===== src/rtl/sync_byte_fifo_pkg.sv =====
// sync_byte_fifo_pkg: widths shared with the bus synchronizer and drop-counter limit
package sync_byte_fifo_pkg;
  localparam int DEF_BUS_WIDTH = 8;
  localparam int DEF_DEPTH = 4;
  localparam logic [7:0] DROP_CNT_MAX = 8'hFF;
endpackage


===== src/rtl/sync_byte_fifo_if.sv =====
// sync_byte_fifo_if: push, show-ahead pop and status signals of the byte FIFO
interface sync_byte_fifo_if import sync_byte_fifo_pkg::*; #(
  parameter int BUS_WIDTH = DEF_BUS_WIDTH,
  parameter int DEPTH = DEF_DEPTH
);
  localparam int ADDR_WIDTH = $clog2(DEPTH);
  logic [BUS_WIDTH-1:0] wr_data;
  logic wr_pulse;
  logic [BUS_WIDTH-1:0] rd_data;
  logic rd_valid;
  logic rd_ready;
  logic full;
  logic empty;
  logic [ADDR_WIDTH:0] count;
  logic overflow;
  logic ovf_clr;
  logic [7:0] drop_cnt;
  modport slave (
    input wr_data, wr_pulse, rd_ready, ovf_clr,
    output rd_data, rd_valid, full, empty, count, overflow, drop_cnt
  );
  modport master (
    output wr_data, wr_pulse, rd_ready, ovf_clr,
    input rd_data, rd_valid, full, empty, count, overflow, drop_cnt
  );
endinterface


===== src/rtl/sync_byte_fifo_mem.sv =====
// sync_byte_fifo_mem: DEPTH x BUS_WIDTH storage, sync write, async read, cleared on reset
module sync_byte_fifo_mem #(
  parameter int BUS_WIDTH = 8,
  parameter int DEPTH = 4,
  parameter int ADDR_WIDTH = $clog2(DEPTH)
) (
  input  logic                  i_clk,
  input  logic                  i_rst_n,
  input  logic                  i_we,
  input  logic [ADDR_WIDTH-1:0] i_waddr,
  input  logic [BUS_WIDTH-1:0]  i_wdata,
  input  logic [ADDR_WIDTH-1:0] i_raddr,
  output logic [BUS_WIDTH-1:0]  o_rdata
);
  logic [BUS_WIDTH-1:0] r_mem [DEPTH];
  always_ff @(posedge i_clk or negedge i_rst_n)
    if (!i_rst_n)
      for (int i = 0; i < DEPTH; i++) r_mem[i] <= '0;
    else if (i_we)
      r_mem[i_waddr] <= i_wdata;
  assign o_rdata = r_mem[i_raddr];
endmodule


===== src/rtl/sync_byte_fifo.sv =====
// sync_byte_fifo: show-ahead FIFO behind the bus synchronizer with sticky overflow and drop count
module sync_byte_fifo import sync_byte_fifo_pkg::*; #(
  parameter int BUS_WIDTH = DEF_BUS_WIDTH,
  parameter int DEPTH = DEF_DEPTH
) (
  input logic             i_clk,
  input logic             i_rst_n,
  sync_byte_fifo_if.slave bus
);
  localparam int ADDR_WIDTH = $clog2(DEPTH);
  localparam logic [ADDR_WIDTH:0] FULL_CNT = (ADDR_WIDTH+1)'(DEPTH);
  logic [ADDR_WIDTH-1:0] r_wr_ptr, r_rd_ptr;
  logic [ADDR_WIDTH:0] r_count;
  logic r_overflow;
  logic [7:0] r_drop_cnt;
  logic w_full, w_empty, w_pop, w_push, w_drop;
  logic [BUS_WIDTH-1:0] w_rd_data;
  assign w_full = r_count == FULL_CNT;
  assign w_empty = r_count == '0;
  assign w_pop = ~w_empty & bus.rd_ready;
  // a full FIFO still accepts a push when the head leaves in the same cycle
  assign w_push = bus.wr_pulse & (~w_full | w_pop);
  assign w_drop = bus.wr_pulse & ~w_push;
  sync_byte_fifo_mem #(.BUS_WIDTH(BUS_WIDTH), .DEPTH(DEPTH), .ADDR_WIDTH(ADDR_WIDTH)) u_mem (
    .i_clk(i_clk),
    .i_rst_n(i_rst_n),
    .i_we(w_push),
    .i_waddr(r_wr_ptr),
    .i_wdata(bus.wr_data),
    .i_raddr(r_rd_ptr),
    .o_rdata(w_rd_data)
  );
  always_ff @(posedge i_clk or negedge i_rst_n)
    if (!i_rst_n) begin
      r_wr_ptr <= '0;
      r_rd_ptr <= '0;
      r_count <= '0;
    end else begin
      if (w_push) r_wr_ptr <= r_wr_ptr + 1'b1;
      if (w_pop) r_rd_ptr <= r_rd_ptr + 1'b1;
      if (w_push != w_pop) r_count <= w_push ? r_count + 1'b1 : r_count - 1'b1;
    end
  // clear wins over a same-cycle drop, so that drop is never recorded
  always_ff @(posedge i_clk or negedge i_rst_n)
    if (!i_rst_n) begin
      r_overflow <= 1'b0;
      r_drop_cnt <= '0;
    end else if (bus.ovf_clr) begin
      r_overflow <= 1'b0;
      r_drop_cnt <= '0;
    end else if (w_drop) begin
      r_overflow <= 1'b1;
      r_drop_cnt <= (r_drop_cnt == DROP_CNT_MAX) ? r_drop_cnt : r_drop_cnt + 1'b1;
    end
  assign bus.rd_data = w_rd_data;
  assign bus.rd_valid = ~w_empty;
  assign bus.full = w_full;
  assign bus.empty = w_empty;
  assign bus.count = r_count;
  assign bus.overflow = r_overflow;
  assign bus.drop_cnt = r_drop_cnt;
endmodule


===== src/flat_wrapper.sv =====
// flat-port wrapper written by rule: the top's interface ports become plain ports
module sync_byte_fifo_flat import sync_byte_fifo_pkg::*;
#(
  parameter int BUS_WIDTH = DEF_BUS_WIDTH,
  parameter int DEPTH = DEF_DEPTH
)
  (i_clk, i_rst_n, bus_wr_data, bus_wr_pulse, bus_rd_ready, bus_ovf_clr, bus_rd_data, bus_rd_valid, bus_full, bus_empty, bus_count, bus_overflow, bus_drop_cnt);
  sync_byte_fifo_if #(.BUS_WIDTH(BUS_WIDTH), .DEPTH(DEPTH)) bus_i ();
  input logic i_clk;
  input logic i_rst_n;
  input wire logic [$bits(bus_i.wr_data)-1:0] bus_wr_data;
  input wire logic [$bits(bus_i.wr_pulse)-1:0] bus_wr_pulse;
  input wire logic [$bits(bus_i.rd_ready)-1:0] bus_rd_ready;
  input wire logic [$bits(bus_i.ovf_clr)-1:0] bus_ovf_clr;
  output wire logic [$bits(bus_i.rd_data)-1:0] bus_rd_data;
  output wire logic [$bits(bus_i.rd_valid)-1:0] bus_rd_valid;
  output wire logic [$bits(bus_i.full)-1:0] bus_full;
  output wire logic [$bits(bus_i.empty)-1:0] bus_empty;
  output wire logic [$bits(bus_i.count)-1:0] bus_count;
  output wire logic [$bits(bus_i.overflow)-1:0] bus_overflow;
  output wire logic [$bits(bus_i.drop_cnt)-1:0] bus_drop_cnt;
  assign bus_i.wr_data = bus_wr_data;
  assign bus_i.wr_pulse = bus_wr_pulse;
  assign bus_i.rd_ready = bus_rd_ready;
  assign bus_i.ovf_clr = bus_ovf_clr;
  assign bus_rd_data = bus_i.rd_data;
  assign bus_rd_valid = bus_i.rd_valid;
  assign bus_full = bus_i.full;
  assign bus_empty = bus_i.empty;
  assign bus_count = bus_i.count;
  assign bus_overflow = bus_i.overflow;
  assign bus_drop_cnt = bus_i.drop_cnt;
  sync_byte_fifo #(.BUS_WIDTH(BUS_WIDTH), .DEPTH(DEPTH)) u_core (.i_clk(i_clk), .i_rst_n(i_rst_n), .bus(bus_i));
endmodule

===== config.mk =====
export PLATFORM = sky130hd
export DESIGN_NAME = sync_byte_fifo_flat
export DESIGN_NICKNAME = d
export VERILOG_FILES = /design/src/rtl/sync_byte_fifo_pkg.sv /design/src/rtl/sync_byte_fifo_if.sv /design/src/rtl/sync_byte_fifo_mem.sv /design/src/rtl/sync_byte_fifo.sv /design/src/flat_wrapper.sv
export SDC_FILE = /design/constraint.sdc
export NUM_CORES = 1
export LEC_CHECK = 0
export CORE_MARGIN = 8
export CORE_UTILIZATION = 35
export CTS_CLUSTER_SIZE = 40
export DETAILED_ROUTE_END_ITERATION = 16
export HOLD_SLACK_MARGIN = 0.06
export PLACE_DENSITY = 0.6
export SYNTH_ARGS = -nofsm -noshare
export SYNTH_HDL_FRONTEND = slang
export SYNTH_HIERARCHICAL = 1
export SYNTH_SLANG_ARGS = --single-unit

===== constraint.sdc =====
create_clock -name i_clk -period 3.1 [get_ports i_clk]
set_clock_uncertainty 0.15 [all_clocks]
set_input_delay 0.93 -clock i_clk [delete_from_list [all_inputs] [get_ports i_clk]]
set_output_delay 0.93 -clock i_clk [all_outputs]
set_load 0.05 [all_outputs]

Yosys cells after proc, flatten, opt, wreduce, memory -nomap -nowiden
Index checks and enable logic that the tools add are counted.
W data, S select, Z words.
{"block": "totals", "regBits": 48, "output_inout_bits": 23}
{"block": "op_classes", "addsub": 5, "magnitude_cmp": 3, "n_eq_ne": 4, "mux": 12, "n_bitwise": 9, "n_reduce_logical": 4}
{"cell": "$mux W8", "count": 6}
{"cell": "$bwmux W32", "count": 1}
{"cell": "$bmux W8 S2", "count": 1}
{"cell": "$demux W8 S2", "count": 1}
{"cell": "$add A8 B1 Y8 const B", "count": 1}
{"cell": "$eq A8 B8 Y1 const B", "count": 1}
{"cell": "$ge A3 B3 Y1 const B", "count": 2}
{"cell": "$not A2 Y3", "count": 2}
{"cell": "$add A2 B1 Y2 const B", "count": 2}
{"cell": "$add A3 B1 Y3 const B", "count": 1}
{"cell": "$and A1 B1 Y1", "count": 3}
{"cell": "$eq A3 B3 Y1 const B", "count": 1}
{"cell": "$logic_not A3 Y1", "count": 1}
{"cell": "$lt A3 B1 Y1 const B", "count": 1}
{"cell": "$mux W3", "count": 1}
{"cell": "$not A1 Y1", "count": 3}
{"cell": "$sub A3 B1 Y3 const B", "count": 1}
{"cell": "$mux W1", "count": 2}
{"cell": "$ne A2 B2 Y1 const B", "count": 1}
{"cell": "$reduce_and A2 Y1", "count": 1}
{"cell": "$reduce_bool A2 Y1", "count": 1}
{"cell": "$logic_and A1 B1 Y1", "count": 1}
{"cell": "$ne A1 B1 Y1", "count": 1}
{"cell": "$or A1 B1 Y1", "count": 1}

Logic depth before layout (Yosys ltp)
Gate-level depths: netlist of run 1.
{"block": "depth", "word_depth": 9, "depth_mapped": 7, "depth_no_buf": 7}

By module
The synthesis of run 1 kept the hierarchy.
{"mod": "sync_byte_fifo_mem", "n_inst": 1, "cells_each": 78, "area_per_inst_um2": 1401.3}
{"mod": "sync_byte_fifo", "n_inst": 1, "cells_each": 86, "area_per_inst_um2": 877.1}

Least setup slack after synthesis of run 1
No wires, ideal clock.
{"block": "synth_timing", "kind": "reg-to-output", "startpoint": "register u_core.r_count[1] (netlist: u_core/bus.count[1])", "endpoint": "output bus_empty", "t_arrival_ns": 1.729, "setup_slack_ns": 0.291, "stages_incl_launch_ff": 3, "n_path_buf": 0, "path_cell_list": "dfrtp_1 -> or3_1 -> inv_1"}
{"block": "synth_between", "elab_chain_len": 1}
{"element": "from (decl)", "line_no": "sync_byte_fifo.sv:13", "text": "logic [ADDR_WIDTH:0] r_count;"}
{"element": "from (signal assigned)", "line_no": "sync_byte_fifo.sv:41", "text": "if (w_push != w_pop) r_count <= w_push ? r_count + 1'b1 : r_count - 1'b1;"}
{"element": "$logic_not A3 Y1", "line_no": "sync_byte_fifo.sv:19", "text": "assign w_empty = r_count == '0;"}
{"element": "to (decl)", "line_no": "flat_wrapper.sv:18", "text": "output wire logic [$bits(bus_i.empty)-1:0] bus_empty;"}
Every way passes these cells.

Worst setup path in the final report of run 1
{"block": "layout_timing", "startpoint": "register u_core.r_count[2] (netlist: u_core/bus.count[2])", "endpoint": "output bus_rd_valid"}
{"block": "layout_between", "elab_chain_len": 2}
{"element": "$logic_not A3 Y1", "line_no": "sync_byte_fifo.sv:19"}
{"element": "$not A1 Y1", "line_no": "sync_byte_fifo.sv:56", "text": "assign bus.rd_valid = ~w_empty;"}
{"element": "to (decl)", "line_no": "flat_wrapper.sv:16", "text": "output wire logic [$bits(bus_i.rd_valid)-1:0] bus_rd_valid;"}
Every way passes these cells.

==> results.env, run 1 <==
OUTCOME='finished, final reports clean'
CTS_HOLD_BUFFERS=0
FINAL_REPLACE_WEIGHTED_CONGESTION=0.773
ANT_NETS=0
SYNTH_SIMPLE_GATE_AREA_SHARE_PCT=9.83
POWER.DENSITY_mW_PER_MM2=1140
P_LEAK_nW=1.21
YS_SEQ_ELEMENTS=48
WORST_PATH_DOMINANT_CELL_FAMILY='buffers and inverters'
SYN-CELL-AREA_MM2=0.00228
DETAILEDROUTE.FIRSTPASSITERATIONCOUNT=4
SYNTH_TOP_CELL_BY_AREA='dfrtp_1'
VIAS_PER_CELL=5.21
SHARE_OF_FINAL_LAYOUT_STANDARD_CELLS_STRONGER_THAN_DRIVE_STRENGTH_1_PCT=35.9
DIE-WIDTH_UM=96.7
CTS.SINK_COUNT=48
FILLCELLCOUNT=584
POSTCTSSETUPREPAIRBUFS=0
VIAS_IN_THE_FIRST_GLOBAL_ROUTE=1628
CORE_AREA_MM2=0.00631
TRITONCTS='done'
WORSTPATHCELLLIST='or3_1 -> clkdlybuf4s50_1'
TIMING.FINAL.MAX_SLEW_VIOLATIONS=0
GLOBALROUTE.TOTALOVERFLOW=0
POST-ROUTE-DRC-COUNT=0
CTS_RESIZED=0
TIMING.RR.START='u_core/bus.count[1]'
END_KIND='output pin'
FINAL_PERIOD_MINUS_WORST_SETUP_SLACK_NS=2.94
PLACE_WS_NS=0.0944
GLOBALROUTETOTALUTIL_PCT=10.5
UNREPAIRED_SETUP_ENDPOINTS_AFTER_GLOBAL_ROUTING='false'
GRT_START_MAX_NET_PINS=49
CTS_MAX_LEVEL=2
CRITPATHMAXSTAGEDELAY_NS=0.73
DRTITER0DRC=27
SYNTH.NET_COUNT=179
MAIN_COMBINATIONAL_CELL_FAMILY_BY_AREA_AFTER_SYNTHESIS='multiplexers'
HPWL_MM=3.35
SLOWEST_CELL_ON_CRIT_PATH='clkdlybuf4s50_1'
FINISH.INSTANCE_AREA_MM2=0.00287
SYNTH_SEQUENTIAL_AREA_RATIO_PCT=52.7
CRIT_PATH_START='u_core/bus.count[2]'
PLACEMENTROWS=29
YS_TYPES=35
FLOORPLAN_DIE_HEIGHT_UM=96.7
TIMING.HOLD.WORST.START='u_core/r_rd_ptr[0]'
FP.DIEAREA_MM2=0.00935
SYNTH_LARGEST_TYPE_AREA_FRACTION_PCT=52.7
NUM_VIAS=1489
MULTIINPUTGATEAREA_MM2=0.00104
TIMING.CRITICAL_PATH.ARRIVAL_NS=1.86
NUM_IO_PINS=36
MIN_PATH_TYPE='register to register'
SYNTH-COMPOUND-AREA-SHARE_PCT=7.08
FINISH.NET_COUNT=224
TIMING.FINAL.CRIT_SHARE_PCT=95.0
CTS_INSERTED_BUFFERS=5
FRACTION_OF_SYNTHESIZED_AREA_IN_MULTIPLEXERS_PCT=24.2
YOSYS.AREA_SHARE.XOR_XNOR_PCT=3.08
VDD_IR_DROP_MAX_mV=0.828
REGAREA_MM2=0.00120
TNS_NS=0
UTILIZATION_PCT=45.5
ANTENNA_CELLS=0
SLEW_HEADROOM_PCT=65.8
CAP_VIOL_MAX_COUNT=0
DETAILED_PLACE.AREA_MM2=0.00275
YOSYS-TOP-CELLS-AREA='dfrtp_1 (53%), mux2_2 (16%), mux4_2 (7.9%), xnor2_1 (1.9%), a21oi_1 (1.8%)'
CRITICAL_PATH_PEAK_FANOUT=6
PATH_CLK_SLEW_NS=0.08
CLOCK-ROOT-BUFFER='clkbuf_8'
ANTENNA_FOUND_INITIAL=0
GLOBAL_ROUTE_WIRE_LENGTH_BEFORE_REPAIR_MM=8.10
SYNTH_AREA_PER_CELL_UM2=13.9
MAX-CLOCK-PATH-BUFFERS=2
WORSTPATHREQUIRED_NS=2.02
SYN-INSTANCE-COUNT=164
DRT_WL_TOTAL_MM=4.71
MEAN_ROUTED_WIRELENGTH_PER_CELL_UM=16.5
CLK-INSERTION-DELAY-LATE_NS=0.29
SYNTH_WARNINGS=6
PORTBUFFERS=35
WORSTSETUPPATHTYPE='register to output pin'
TIGHTESTPINTRANSITION_NS=0.512
FMAX_MHz=340
FLOW.AREA_GROWTH_FROM_SYNTHESIS_PCT=26.1
CRITPATHBUFINV=1
SETUP_VIOLATIONS=0
CRITPATHLAUNCHTYPE='register'
HOLD_VIOL_FINAL=0
INITIAL_UTILIZATION_PCT=36.1
PNR_WORST_SETUP_SLACK_NS=0.156
SYNTH_ADDER_AREA_SHARE_PCT=1.43
final timing paths:
kind / end / slack [ns] / cells after the start
max in group asynchronous: u_core/bus.overflow / 2.12 / 2
min in group asynchronous: u_core/u_mem/r_mem[24] / 0.45 / 2
max reg2reg: u_core/u_mem/r_mem[13] / 0.75 / 6
max: bus_rd_valid / 0.16 / 2
min reg2reg: u_core/r_rd_ptr[0] / 0.35 / 1
min: u_core/r_rd_ptr[0] / 0.35 / 1
synth_stat cells, drive strengths merged:
cell / instances
a21oi: 8
a311oi: 1
a32oi: 1
and2b: 1
buf: 5
clkinv: 1
dfrtp: 48
fa: 1
ha: 1
inv: 2
mux2: 32
mux2i: 1
mux4: 8
nand2: 5
nand3: 6
nand3b: 2
nand4: 2
nor2: 7
nor2b: 1
nor3b: 2
o2111ai: 1
o211ai: 1
o21ai: 7
o22a: 1
o31ai: 4
or3: 3
or3b: 1
or4: 3
xnor2: 5
xor2: 3
power by group:
part           internal, W  switching, W  total (W)  leakage (nW)
logic             0.000734      0.000934    0.00167         0.554
clock network     0.000317      0.000198   0.000515        0.0642
registers         0.000892      0.000190    0.00108         0.588
per-layer routing:
| metal | wire, µm | vias up | global-route usage [%] |
|---|---|---|---|
| li1 | - | 707 | - |
| met1 | 2180 | 743 | 13.0 |
| met2 | 2250 | 34 | 16.9 |
| met3 | 236 | 5 | 3.13 |
| met4 | 42 | 0 | 3.43 |
| met5 | 0 | - | 0 |
layout make-up:
type | instances | area share, %
sequential | 48 | 41.8
tap | 77 | 3.35
inverter | 3 | 0.566
timing repair buffer | 43 | 13.7
clock buffer | 5 | 2.39
multi-input combinational | 108 | 36.1
clock inverter | 2 | 2.09
cells by family after synthesis:
| family | count (synthesis) |
|---|---|
| XOR/XNOR | 8 |
| buffers and inverters | 8 |
| adder cells (fa/ha/maj) | 2 |
| AND/OR/NAND/NOR | 33 |
| multiplexers | 41 |
| AO/OA/AOI/OAI | 24 |
| flip-flops | 48 |
registers in the layout, summed over array words and instances (netlist names):
| register | cells |
|---|---|
| u_core/bus.count | 3 |
| u_core/bus.drop_cnt | 8 |
| u_core/bus.overflow | 1 |
| u_core/r_rd_ptr | 2 |
| u_core/r_wr_ptr | 2 |
| u_core/u_mem/r_mem | 32 |
cells in the final DEF (no fill, tap or decap), types with 2 or more instances in the layout:
| cell type | synthesis | layout |
|---|---|---|
| xnor2_1 | 5 | 5 |
| nand3_1 | 5 | 5 |
| nor2_1 | 7 | 7 |
| a21oi_1 | 8 | 8 |
| nand3b_2 | 2 | 2 |
| dfrtp_1 | 48 | 48 |
| or4_1 | 3 | 3 |
| or3_1 | 3 | 3 |
| buf_4 | 0 | 17 |
| o31ai_1 | 4 | 4 |
| mux4_2 | 8 | 8 |
| mux2_2 | 32 | 32 |
| clkbuf_8 | 0 | 5 |
| clkdlybuf4s50_1 | 0 | 24 |
| xor2_1 | 3 | 3 |
| inv_1 | 2 | 2 |
| bufinv_16 | 0 | 2 |
| o21ai_0 | 6 | 6 |
| nand2_1 | 5 | 5 |
metrics by stage:
step                      hold slack (ns)  std cells  total power [W]
after floorplan                     0.294        164          0.00230
after global placement              0.333        279          0.00275
after detailed placement            0.341        279          0.00279
after CTS                           0.358        286          0.00332
after global routing                0.376        286          0.00347
final                               0.351        286          0.00327
No activity file was read; power rests on OpenSTA's default activity.
==> run 2, diff against run 1 <==
--- a/config.mk
+++ b/config.mk
@@ -5,6 +5,7 @@
 export SDC_FILE = /design/constraint.sdc
 export NUM_CORES = 1
 export LEC_CHECK = 0
+export CAP_MARGIN = 0
 export CORE_MARGIN = 8
 export CORE_UTILIZATION = 35
 export CTS_CLUSTER_SIZE = 40
==> results of run 2 <==
Final layout, timing and power as in run 1 (identical DEF).
==> run 3, diff against run 2 <==
--- a/config.mk
+++ b/config.mk
@@ -5,6 +5,7 @@
 export SDC_FILE = /design/constraint.sdc
 export NUM_CORES = 1
 export LEC_CHECK = 0
+export ABC_CLOCK_PERIOD_IN_PS = 3100
 export CAP_MARGIN = 0
 export CORE_MARGIN = 8
 export CORE_UTILIZATION = 35
==> results of run 3 <==
Final layout, timing and power as in run 1 (identical DEF).
==> variant 1, RTL diff (flow settings as in run 1) <==
Make the reset (`i_rst_n`) synchronous in 3 clocked blocks. Comments in the files are not updated.
--- a/src/rtl/sync_byte_fifo_mem.sv
+++ b/src/rtl/sync_byte_fifo_mem.sv
@@ -13,7 +13,7 @@
   output logic [BUS_WIDTH-1:0]  o_rdata
 );
   logic [BUS_WIDTH-1:0] r_mem [DEPTH];
-  always_ff @(posedge i_clk or negedge i_rst_n)
+  always_ff @(posedge i_clk)
     if (!i_rst_n)
       for (int i = 0; i < DEPTH; i++) r_mem[i] <= '0;
     else if (i_we)
--- a/src/rtl/sync_byte_fifo.sv
+++ b/src/rtl/sync_byte_fifo.sv
@@ -30,7 +30,7 @@
     .i_raddr(r_rd_ptr),
     .o_rdata(w_rd_data)
   );
-  always_ff @(posedge i_clk or negedge i_rst_n)
+  always_ff @(posedge i_clk)
     if (!i_rst_n) begin
       r_wr_ptr <= '0;
       r_rd_ptr <= '0;
@@ -41,7 +41,7 @@
       if (w_push != w_pop) r_count <= w_push ? r_count + 1'b1 : r_count - 1'b1;
     end
   // clear wins over a same-cycle drop, so that drop is never recorded
-  always_ff @(posedge i_clk or negedge i_rst_n)
+  always_ff @(posedge i_clk)
     if (!i_rst_n) begin
       r_overflow <= 1'b0;
       r_drop_cnt <= '0;
Formal check against the unedited RTL: differs if i_rst_n is asserted again (counterexample within 4 cycles, from zero or initial values and one cycle with i_rst_n low); with i_rst_n held inactive, the same outputs for 10 cycles.
==> variant 1 against run 1 <==
Cell area is 0.39% lower. Wire length is 3.4% higher. Setup slack worse by 0.022 ns. Worst hold slack worse by 0.0028 ns. Synthesized area is 1.6% higher. Sequential cell count stayed put. Register-to-register slack better by 0.05 ns. Largest cell class unchanged.
Power is not compared: it rests on default switching activity, and its combinational part moved more than twofold at a synthesized area within 25%.
==> variant 1: results (changes against run 1) <==
<table>
<tr><th>Metric</th><th>Value</th></tr>
<tr><th colspan="2">Run status</th></tr>
<tr><td>Outcome</td><td>complete, no violations (unchanged)</td></tr>
<tr><th colspan="2">Synthesis</th></tr>
<tr><td>Parity-gate share of the synthesized area counting xor and xnor cells</td><td>0.0303 (was 0.0308)</td></tr>
<tr><td>Post-synth net total</td><td>202 (was 179)</td></tr>
<tr><td>Mux contribution to synthesized area</td><td>0.0951 (was 0.242)</td></tr>
<tr><td>Top cells by area in the synthesized netlist</td><td>edfxtp_1 (42%), dfxtp_1 (14%), and2_1 (8.6%), mux4_2 (7.8%), and3_1 (2.7%) (was dfrtp_1 (53%), mux2_2 (16%), mux4_2 (7.9%), xnor2_1 (1.9%), a21oi_1 (1.8%))</td></tr>
<tr><td>Top cells by count, synth</td><td>and2_1 (32), edfxtp_1 (32), dfxtp_1 (16) (was dfrtp_1 (48), mux2_2 (32), a21oi_1 (8), mux4_2 (8), nor2_1 (7))</td></tr>
<tr><td>Share of synthesized registers carrying an async set or reset</td><td>0 (was 1.00)</td></tr>
<tr><td>Synth Area in Compound Gates</td><td>0.0519 (was 0.0708)</td></tr>
<tr><td>Main synth FF type</td><td>edfxtp_1 (was dfrtp_1)</td></tr>
<tr><th colspan="2">Critical path</th></tr>
<tr><td>Worst Path Arrival</td><td>1.89 ns (was 1.86 ns)</td></tr>
<tr><td>Highest net fanout along the worst path</td><td>10 (was 6)</td></tr>
<tr><td>Startpoint of the worst register-to-register path</td><td>u_core/bus.count[0] (was u_core/bus.count[1])</td></tr>
<tr><td>Worst r2r dst</td><td>u_core/bus.count[1] (was u_core/u_mem/r_mem[13])</td></tr>
<tr><th colspan="2">Route</th></tr>
<tr><td>Average via count per standard cell</td><td>5.05 (was 5.21)</td></tr>
<tr><td>Number of DRC markers after the initial detailed-route iteration</td><td>60 (was 27)</td></tr>
<tr><td>Final routed wire length divided by cell count</td><td>15.7 µm (was 16.5 µm)</td></tr>
<tr><th colspan="2">Place</th></tr>
<tr><td>DP Worst Slack</td><td>-0.0209 ns (was 0.0944 ns)</td></tr>
<tr><td>Post-Place Cell Area</td><td>2780 µm² (was 2750 µm²)</td></tr>
<tr><td>Cell count after placement</td><td>301 (was 279)</td></tr>
<tr><td>Final HPWL DP</td><td>3.29 mm (was 3.35 mm)</td></tr>
<tr><th colspan="2">STA</th></tr>
<tr><td>Worst slew pin tran</td><td>0.527 ns (was 0.512 ns)</td></tr>
<tr><th colspan="2">GRT</th></tr>
<tr><td>Largest net degree at the start of global routing</td><td>17 (was 49)</td></tr>
<tr><td>Global-route wire length before repair</td><td>7.99 mm (was 8.10 mm)</td></tr>
<tr><th colspan="2">Min path</th></tr>
<tr><td>Number of cells on the worst hold path</td><td>2 (was 1)</td></tr>
<tr><th colspan="2">Final layout</th></tr>
<tr><td>Fill cell total of the finished layout</td><td>620 (was 584)</td></tr>
<tr><td>Final instance count without filler cells</td><td>309 (was 286)</td></tr>
</table>
variant 1: cell types whose count changed in the layout (fill, tap and decap cells not counted), moves of 4 or more:
cell             run 1  this run
edfxtp_1             0        32
nor2_1               7        14
dfrtp_1             48         0
dfxtp_1              0        16
and3_1               0        10
a21oi_1              8         1
and2_1               0        32
mux2_2              32         0
nand2_1              5         9
variant 1: repair_timing:
item | CTS | global route
gates resized for setup | 0 | 1
hold endpoints to repair | 0 | 0
endpoints found under the setup margin | 0 | 1
variant 1: layout make-up:
cell class                      count  share of cell area
Tap cell                           77              0.0337
Clock buffer                        6              0.0253
Clock inverter                      2             0.00437
Inverter                            4             0.00524
Multi-Input combinational cell    127               0.342
Sequential cell                    48               0.448
Timing Repair Buffer               45               0.142
variant 1: cells by family (layout without fill, tap and decap cells):
group / count (synthesis) / in the layout
AO/OA/AOI/OAI: 16 / 16
XOR/XNOR: 8 / 8
adder cells (fa/ha/maj): 2 / 2
buffers and inverters: 12 / 57
flip-flops: 48 / 48
multiplexers: 12 / 12
AND/OR/NAND/NOR: 89 / 89
variant 1: per-layer routing:
layer | GRT usage | wire (µm) | share of wire
met1 | 0.138 | 2410 | 0.49
met2 | 0.157 | 2150 | 0.44
met3 | 0.0306 | 279 | 0.057
met4 | 0.0245 | 30 | 0.0062
met5 | 0 | 0 | 0
variant 1: how the worst max path moves through the flow:
stage                                    from                  endpoint  slack (ns)  cells after the start
after floorplan                  bus_wr_pulse  u_core/u_mem/r_mem[2][0]        0.15                      6
after global placement           bus_rd_ready       u_core/bus.count[1]        0.02                      7
after detailed placement         bus_rd_ready       u_core/bus.count[1]       -0.02                      7
after CTS                 u_core/bus.count[0]              bus_rd_valid        0.09                      2
after global routing      u_core/bus.count[0]                  bus_full        0.03                      3
final                     u_core/bus.count[0]                  bus_full        0.13                      3
variant 1: per-stage QoR:
stage,hold slack (ns),TNS [ns]
6_report,0.348,0
5_1_grt,0.359,0
4_1_cts,0.341,0
3_5_place_dp,0.310,-0.0209
3_3_place_gp,0.313,0
2_1_floorplan,0.403,0
variant 1: power by group:
part / switching, W / total [W] / internal [W]
clock: 0.000200 / 0.000358 / 0.000158
combinational: 0.000389 / 0.000639 / 0.000249
sequential: 0.0000509 / 0.000796 / 0.000745
variant 1: worst reg2reg max path, stage by stage (launching register included):
cell      delay, ns
dfxtp_1        0.43
or4b_4         0.58
nand2_1        0.14
fa_1           0.44
o21ai_0        0.09
a311oi_1       0.07
o221a_2        0.29
==> variant 2, RTL diff (config.mk and constraints of run 1) <==
Without the edit above. Set the package constant `DEF_DEPTH` to 2 (it was 4).
--- a/src/rtl/sync_byte_fifo_pkg.sv
+++ b/src/rtl/sync_byte_fifo_pkg.sv
@@ -1,7 +1,7 @@
 // sync_byte_fifo_pkg: widths shared with the bus synchronizer and drop-counter limit
 package sync_byte_fifo_pkg;
   localparam int DEF_BUS_WIDTH = 8;
-  localparam int DEF_DEPTH = 4;
+  localparam int DEF_DEPTH = 2;
   localparam logic [7:0] DROP_CNT_MAX = 8'hFF;
 endpackage
 
Interface: changed (resized bus_count); port bits go from 36 to 35. No check against the original RTL was run, so the function may have changed too.
==> variant 2 against run 1 <==
Synthesized area is 34% lower. Total power is 38% lower. Cell area is 30% lower. Die area is 29% lower. Sequential cell count is 19 lower. Critical path depth stayed put. Setup slack better by 0.023 ns. Wire length is 30% lower.
==> variant 2: results (changes against run 1) <==
<table>
<tr><th>Metric</th><th>Value</th></tr>
<tr><th colspan="2">Synthesis</th></tr>
<tr><td>Top cells by area in the synthesized netlist</td><td>dfrtp_1 (48%), mux2_2 (15%), mux2_4 (8.0%), nor2b_1 (2.1%), a21oi_1 (2.0%) (was dfrtp_1 (53%), mux2_2 (16%), mux4_2 (7.9%), xnor2_1 (1.9%), a21oi_1 (1.8%))</td></tr>
<tr><td>Cell variety after synth</td><td>36 (was 35)</td></tr>
<tr><td>Synth Area in Compound Gates</td><td>0.0582 (was 0.0708)</td></tr>
<tr><td>Top cells by count, synth</td><td>dfrtp_1 (29), mux2_2 (20), mux2_4 (8) (was dfrtp_1 (48), mux2_2 (32), a21oi_1 (8), mux4_2 (8), nor2_1 (7))</td></tr>
<tr><td>Parity-gate share of the synthesized area counting xor and xnor cells</td><td>0.0116 (was 0.0308)</td></tr>
<tr><th colspan="2">Final layout</th></tr>
<tr><td>Fill cell total of the finished layout</td><td>377 (was 584)</td></tr>
<tr><td>Final nets</td><td>173 (was 224)</td></tr>
<tr><td>Fraction of layout instances using a drive strength above 1</td><td>0.281 (was 0.359)</td></tr>
<tr><td>Max reg flops</td><td>16 (was 32)</td></tr>
<tr><th colspan="2">GRT</th></tr>
<tr><td>Largest net degree at the start of global routing</td><td>30 (was 49)</td></tr>
<tr><td>Number of global-route vias before repair</td><td>1106 (was 1628)</td></tr>
<tr><th colspan="2">Place</th></tr>
<tr><td>Buffers on Ports</td><td>34 (was 35)</td></tr>
<tr><td>Global placer's final weighted congestion</td><td>0.802 (was 0.773)</td></tr>
<tr><th colspan="2">Critical path</th></tr>
<tr><td>Worst setup slack for register-to-register paths</td><td>1.20 ns (was 0.75 ns)</td></tr>
<tr><td>Longest individual stage delay on the worst path</td><td>0.70 ns (was 0.73 ns)</td></tr>
<tr><td>Endpoint of the most critical setup path</td><td>bus_rd_data[3] (was bus_rd_valid)</td></tr>
<tr><td>Highest net fanout along the worst path</td><td>9 (was 6)</td></tr>
<tr><th colspan="2">Route</th></tr>
<tr><td>Pre-Repair DR Iteration Count</td><td>6 (was 4)</td></tr>
<tr><td>Average via count per standard cell</td><td>5.17 (was 5.21)</td></tr>
<tr><td>Final WL</td><td>3.29 mm (was 4.71 mm)</td></tr>
<tr><th colspan="2">Min path</th></tr>
<tr><td>Origin of the worst min-delay path</td><td>u_core/u_mem/r_mem[6] (was u_core/r_rd_ptr[0])</td></tr>
<tr><th colspan="2">Clock network</th></tr>
<tr><td>Worst-skew pair later-pin latency</td><td>0.27 ns (was 0.29 ns)</td></tr>
<tr><th colspan="2">Power</th></tr>
<tr><td>Max rail drop VDD</td><td>560 µV (was 828 µV)</td></tr>
<tr><td>Reported leakage power</td><td>0.828 nW (was 1.21 nW)</td></tr>
<tr><th colspan="2">Run status</th></tr>
<tr><td>Outcome</td><td>complete, no violations (unchanged)</td></tr>
</table>
variant 2: changes by cell type in the layout (fill, tap and decap cells not counted), moves of 4 or more:
cell             before  now
mux4_2                8    0
o21ai_0               6    0
nor2b_1               1    5
nand2b_1              0    4
mux2_2               32   20
buf_4                17    3
mux2_4                0    8
dfrtp_1              48   28
o31ai_1               4    0
clkdlybuf4s50_1      24   33
xnor2_1               5    1
variant 2: logic make-up after synthesis:
kind of cell	Yosys count
XOR/XNOR	2
flip-flops	29
multiplexers	31
buffers and inverters	10
AO/OA/AOI/OAI	12
adder cells (fa/ha/maj)	1
AND/OR/NAND/NOR	36
variant 2: cell type report:
class / count / area [µm²] / area share
Multi-Input combinational cell: 82 / 727 / 0.362
Sequential cell: 29 / 727 / 0.362
Clock inverter: 1 / 30.0 / 0.0150
Clock buffer: 7 / 86.3 / 0.0430
Timing Repair Buffer: 36 / 353 / 0.176
Inverter: 5 / 18.8 / 0.00935
Tap cell: 52 / 65.1 / 0.0324
variant 2: layer usage:
metal,part of all wire,track usage,vias to the layer above
met5,0,0,-
met4,0.019,0.0536,0
met3,0.055,0.0372,5
met2,0.48,0.165,25
met1,0.45,0.123,557
li1,-,-,509
variant 2: power by group:
group	internal (W)	leakage, nW	switching (W)	total, W
clock	0.000262	0.0585	0.000140	0.000402
sequential	0.000513	0.360	0.000114	0.000627
combinational	0.000443	0.409	0.000564	0.00101
total	0.00122	0.828	0.000819	0.00204
variant 2: per-stage QoR:
step	utilization	hold WS, ns	instances
2_1_floorplan	-	0.290	121
3_3_place_gp	0.446	0.332	204
3_5_place_dp	0.446	0.342	204
4_1_cts	0.474	0.356	212
5_1_grt	0.474	0.377	212
6_report	0.474	0.354	212
